### config.mk
export PLATFORM = sky130hd
export DESIGN_NAME = rng_card_dealer
export DESIGN_NICKNAME = d
export VERILOG_FILES = /design/src/rtl/rng_pkg.sv /design/src/rtl/rng_card_decode.sv /design/src/rtl/rng_card_dealer.sv
export SDC_FILE = /design/constraint.sdc
export NUM_CORES = 1
export LEC_CHECK = 0
export CAP_MARGIN = 20
export CELL_PAD_IN_SITES_DETAIL_PLACEMENT = 1
export CELL_PAD_IN_SITES_GLOBAL_PLACEMENT = 1
export CORE_AREA = 2 2 112 114
export DETAILED_ROUTE_END_ITERATION = 6
export DIE_AREA = 0 0 114 116
export GPL_TIMING_DRIVEN = 0
export PLACE_DENSITY_LB_ADDON = 0.1
export RECOVER_POWER = 25
export REMOVE_ABC_BUFFERS = 1
export SKIP_CTS_REPAIR_TIMING = 1
export SLEW_MARGIN = 20
export SYNTH_ARGS = -nofsm -noshare
export SYNTH_HDL_FRONTEND = slang
export SYNTH_SLANG_ARGS = --single-unit
### constraint.sdc
create_clock -name clk_dp_c_i -period 8.36 [get_ports clk_dp_c_i]
set_clock_uncertainty 0.05 [all_clocks]
set_input_delay 0.836 -clock clk_dp_c_i [delete_from_list [all_inputs] [get_ports clk_dp_c_i]]
set_output_delay 0.836 -clock clk_dp_c_i [all_outputs]
set_load 0.005 [all_outputs]
### src/rtl/rng_pkg.sv
// Shared constants and encodings for the card dealer and its decode helper.
package rng_pkg;

  localparam int DECK_SIZE      = 52;
  localparam int CARDS_PER_SUIT = 13;

  typedef enum logic [2:0] {
    ST_IDLE,
    ST_SPIN,
    ST_SAMPLE,
    ST_PROBE,
    ST_PRESENT
  } state_e;

  typedef enum logic [1:0] {
    SUIT_CLUBS    = 2'd0,
    SUIT_DIAMONDS = 2'd1,
    SUIT_HEARTS   = 2'd2,
    SUIT_SPADES   = 2'd3
  } suit_e;

endpackage

### src/rtl/rng_card_decode.sv
// Combinational card index (1..52) to suit/rank using a compare/subtract chain.
module rng_card_decode
  import rng_pkg::*;
(
  input  logic [5:0] card,
  output logic [1:0] suit,
  output logic [3:0] rank
);

  localparam logic [5:0] SUIT1_BASE = 6'(CARDS_PER_SUIT);
  localparam logic [5:0] SUIT2_BASE = 6'(2 * CARDS_PER_SUIT);
  localparam logic [5:0] SUIT3_BASE = 6'(3 * CARDS_PER_SUIT);

  logic [5:0] idx;

  always_comb begin
    // NOTE: defaults first so every path assigns both outputs; no latch is inferred.
    idx  = card - 6'd1;
    suit = SUIT_CLUBS;
    rank = 4'(idx + 6'd1);
    if (idx >= SUIT3_BASE) begin
      suit = SUIT_SPADES;
      rank = 4'(idx - SUIT3_BASE + 6'd1);
    end else if (idx >= SUIT2_BASE) begin
      suit = SUIT_HEARTS;
      rank = 4'(idx - SUIT2_BASE + 6'd1);
    end else if (idx >= SUIT1_BASE) begin
      suit = SUIT_DIAMONDS;
      rank = 4'(idx - SUIT1_BASE + 6'd1);
    end
  end

endmodule

### src/rtl/rng_card_dealer.sv
// Spins the external card counter, samples a draw, rejects dealt/invalid values
// by probing forward, and presents each unique card over valid/ready.
module rng_card_dealer #(
  parameter int MIN_SPIN  = 16,
  parameter int DECK_SIZE = rng_pkg::DECK_SIZE
) (
  input  logic       clk_dp_c_i,
  input  logic       rst_dp_c_i,
  input  logic       deal_req_i,
  input  logic       shuffle_i,
  input  logic [7:0] next_card_i,
  input  logic       card_ready_i,
  output logic       req_card_state_o,
  output logic       card_valid_o,
  output logic [5:0] card_o,
  output logic [1:0] suit_o,
  output logic [3:0] rank_o,
  output logic [5:0] cards_left_o,
  output logic       deck_empty_o,
  output logic       busy_o
);
  import rng_pkg::*;

  localparam logic [7:0] SPIN_LAST = 8'(MIN_SPIN - 1);
  localparam logic [7:0] DECK_LAST = 8'(DECK_SIZE);

  state_e               state;
  logic [7:0]           spin_cnt;
  logic [7:0]           cand;
  logic [DECK_SIZE:1]   dealt_mask;
  logic [5:0]           cand_idx;
  logic                 cand_ok;
  logic                 cand_free;
  logic [1:0]           dec_suit;
  logic [3:0]           dec_rank;

  assign cand_idx     = cand[5:0];
  assign cand_ok      = (cand != 8'd0) && (cand <= DECK_LAST);
  assign busy_o       = (state != ST_IDLE);
  assign deck_empty_o = (cards_left_o == 6'd0);

  always_comb begin
    cand_free = 1'b0;
    if (cand_ok) cand_free = !dealt_mask[cand_idx];
  end

  rng_card_decode u_decode (
    .card (cand_idx),
    .suit (dec_suit),
    .rank (dec_rank)
  );

  // NOTE: sequential state uses non-blocking assignments so every register
  // sees the pre-edge values of the others.
  always_ff @(posedge clk_dp_c_i or negedge rst_dp_c_i) begin
    if (!rst_dp_c_i) begin
      state            <= ST_IDLE;
      spin_cnt         <= 8'd0;
      cand             <= 8'd0;
      // NOTE: the dealt flags are control state, not storage, so they are reset.
      dealt_mask       <= '0;
      cards_left_o     <= 6'(DECK_SIZE);
      req_card_state_o <= 1'b0;
      card_valid_o     <= 1'b0;
      card_o           <= 6'd0;
      suit_o           <= 2'd0;
      rank_o           <= 4'd0;
    end else if (shuffle_i) begin
      // Shuffle overrides everything, including a handshake in the same cycle.
      state            <= ST_IDLE;
      spin_cnt         <= 8'd0;
      dealt_mask       <= '0;
      cards_left_o     <= 6'(DECK_SIZE);
      req_card_state_o <= 1'b0;
      card_valid_o     <= 1'b0;
    end else begin
      case (state)
        ST_IDLE: begin
          if (deal_req_i && !deck_empty_o) begin
            state            <= ST_SPIN;
            spin_cnt         <= 8'd0;
            req_card_state_o <= 1'b1;
          end
        end
        ST_SPIN: begin
          if (spin_cnt != 8'hFF) spin_cnt <= spin_cnt + 8'd1;
          if (!deal_req_i && (spin_cnt >= SPIN_LAST)) begin
            state            <= ST_SAMPLE;
            req_card_state_o <= 1'b0;
          end
        end
        ST_SAMPLE: begin
          cand  <= next_card_i;
          state <= ST_PROBE;
        end
        ST_PROBE: begin
          if (cand_free) begin
            dealt_mask[cand_idx] <= 1'b1;
            cards_left_o         <= cards_left_o - 6'd1;
            card_o               <= cand_idx;
            suit_o               <= dec_suit;
            rank_o               <= dec_rank;
            card_valid_o         <= 1'b1;
            state                <= ST_PRESENT;
          end else begin
            // Out-of-range values are treated like 0 and wrap to card 1.
            cand <= (!cand_ok || (cand == DECK_LAST)) ? 8'd1 : cand + 8'd1;
          end
        end
        ST_PRESENT: begin
          if (card_ready_i) begin
            card_valid_o <= 1'b0;
            state        <= ST_IDLE;
          end
        end
        default: state <= ST_IDLE;
      endcase
    end
  end

endmodule

==> metrics.yaml <==
status: "finished with violations"
violations: "capacitance limit, slew limit"
holdWs_ns: 0.441
slowest_stage: "clkbuf_1"
synth_edf_count: 0
synth_top_cell_area_share: 0.422
start_util: 0.438
grt_usage: 0.236
start_kind: "primary input"
slew_headroom: -0.760
synth_seq_cells: 91
place_inst: 685
hold_viol_final: 0
hpwlAfterDp_mm: 9.47
grt_pass1_wl_mm: 24.4
dieArea_um2: 13200
finalMaxSlewViolations: 94
cts_tree: "done"
ios: 35
place_ws_ns: 3.10
crit_chain: "clkbuf_1 > clkbuf_1"
diodes: 0
critPathBufInv: 2
via_per_inst: 6.08
synthSimpleGateAreaFrac: 0.151
vias: 4269
fin_total_pwr_mw: 1.85
insertion_delay_ns: 0.35
worst_slack_ns: 3.47
dr.pass1.iters: 4
required_ns: 8.01
path_common_cell: "clkbuf_1"
final_core_util: 0.495
arrival_ns: 4.54
root_buffer: "clkbuf_16"
die_h_um: 116
drtIter0Drc: 266
slowest_delay_ns: 1.97
synth_area_leaders: "dfrtp_1 42%, o32ai_1 6.7%, inv_1 3.9%, nor2_1 3.4%, ha_1 3.4%"
nNetsFinal: 577
rsz0062_at_grt: "no"
worstMarginPinSlew_ns: 2.64
crit_path_end_kind: "asynchronous set/reset pin"
ys_warn_count: 0
cts_max_level: 3
fillers: 1364
synth_top_area_cell: "dfrtp_1"
final_design_area_no_fill_um2: 5900
synthCells: 538
drc_errors: 0
clock_path_buffers: 2
synthArstFlopShare: 1.00
criticalPathCategory: "in2async"
first_global_vias: 4500
rows: 40
setup-violations-final: 0
final_cell_mix: "86 x dfrtp_1, 54 x inv_1, 46 x nor2_1, 40 x o32ai_1, 32 x clkdlybuf4s50_1"
fin_crit_ns: 4.89
cp_max_fo: 47
antenna_found_initial: 0
synth_top_family_by_area: "compound AO/OA/AOI/OAI gates"
p_leak_nw: 2.31
power.density_nw_per_um2: 313
final_cells: 702
synth_area_per_cell_um2: 9.69
synthXorXnorAreaFrac: 0.0151
min_period_over_period: 0.586
fin_setup_tns_ns: 0
routedWlPerCell_um: 20.9
drv_cap: 2
ff2ff_path_depth: 10
syn_to_final_growth_pct: 13.2
cts_made_buffers: 9
cp_num_cells: 2
routed_wl_mm: 14.7
drtAntennaViolNets: 0
drive_above_1_share: 0.0883
synth.distinct_cells: 62
place_area_um2: 5630
grt_overflow: 0
hold_class: "reg2reg"
synth-seq-area-share: 0.437
coreArea_um2: 11900
portBuffers: 34
synth_compound_area_frac: 0.209
muxShareOfSynthArea: 0.0790
synth_top_flop_cell: "dfrtp_1"
synth_fa_ha_area_frac: 0.0336
final_common_cell: "dfrtp_1"
path_delay_family: "buffers and inverters"
clock.fmax_mhz: 204
die_width_um: 114
gp_congestion: 0.801
synth_area_um2: 5210
grt_max_degree: 72
holdPathStages: 1
cts_sinks: 91
path_clk_slew_ns: 0.07
ir_drop_v: 0.000111
-- metal layers --
| metal | routed length [um] | global-route usage |
|---|---|---|
| met1 | 7020 | 0.326 |
| met3 | 433 | 0.0309 |
| met4 | 230 | 0.0805 |
| met5 | 0 | 0 |
| met2 | 7010 | 0.387 |
-- state kept, by name, summed over array words and instances (netlist names) --
signal,cells
card_o,6
card_valid_o,1
dealt_mask,52
req_card_state_o,1
rank_o,4
cards_left_o,6
spin_cnt,8
cand,8
suit_o,2
state,3
-- path summary, 6_finish.rpt --
check / slack [ns] / from / to
worst max-delay path: 3.47 / rst_dp_c_i / cand[2]
worst min-delay path: 0.44 / rank_o[0] / rank_o[0]
worst max register to register: 3.61 / cand[1] / dealt_mask[51]
worst min register to register: 0.44 / rank_o[0] / rank_o[0]
max in group clk_dp_c_i: 3.61 / cand[1] / dealt_mask[51]
min in group asynchronous: 1.17 / rst_dp_c_i / rank_o[0]
-- cell type report --
| cell class | instances | area [um2] | area share |
|---|---|---|---|
| well taps | 147 | 184 | 0.0312 |
| flip-flops and latches | 91 | 2280 | 0.387 |
| clock buffers | 14 | 264 | 0.0447 |
| repair buffers | 38 | 382 | 0.0647 |
| clock inverters | 2 | 12.5 | 0.00212 |
| multi-input cells | 354 | 2560 | 0.435 |
| inverters | 56 | 210 | 0.0356 |
-- synthesized netlist by cell type (7+ instances only) --
cell type and count:
buf_2 9, o31ai_1 7, nor2_1 47, ha_1 14, mux2i_1 13, dfrtp_1 88
nand3_1 18, o32ai_1 40, a21oi_1 18, o21ai_0 23, inv_1 54, clkbuf_1 23
nand3b_1 7, a31oi_1 14, mux4_2 7, xnor2_1 7, nand2b_1 13, nand2_1 27
-- power breakdown --
part	switching [mW]	leakage [nW]	internal, mW
Sequential	0.128	1.23	0.494
Clock	0.177	0.133	0.218
Combinational	0.499	0.948	0.329
Total	0.803	2.31	1.04
-- logic make-up (layout without fill, tap and decap cells) --
family	after synthesis	in the layout
adders and majority gates	14	14
DFF	91	91
muxes	31	31
buffers and inverters	93	110
AOI/OAI and AO/OA	148	148
xor gates and xnor gates	9	9
and+or+nand+nor	152	152
(Power assumes the default switching activity.)
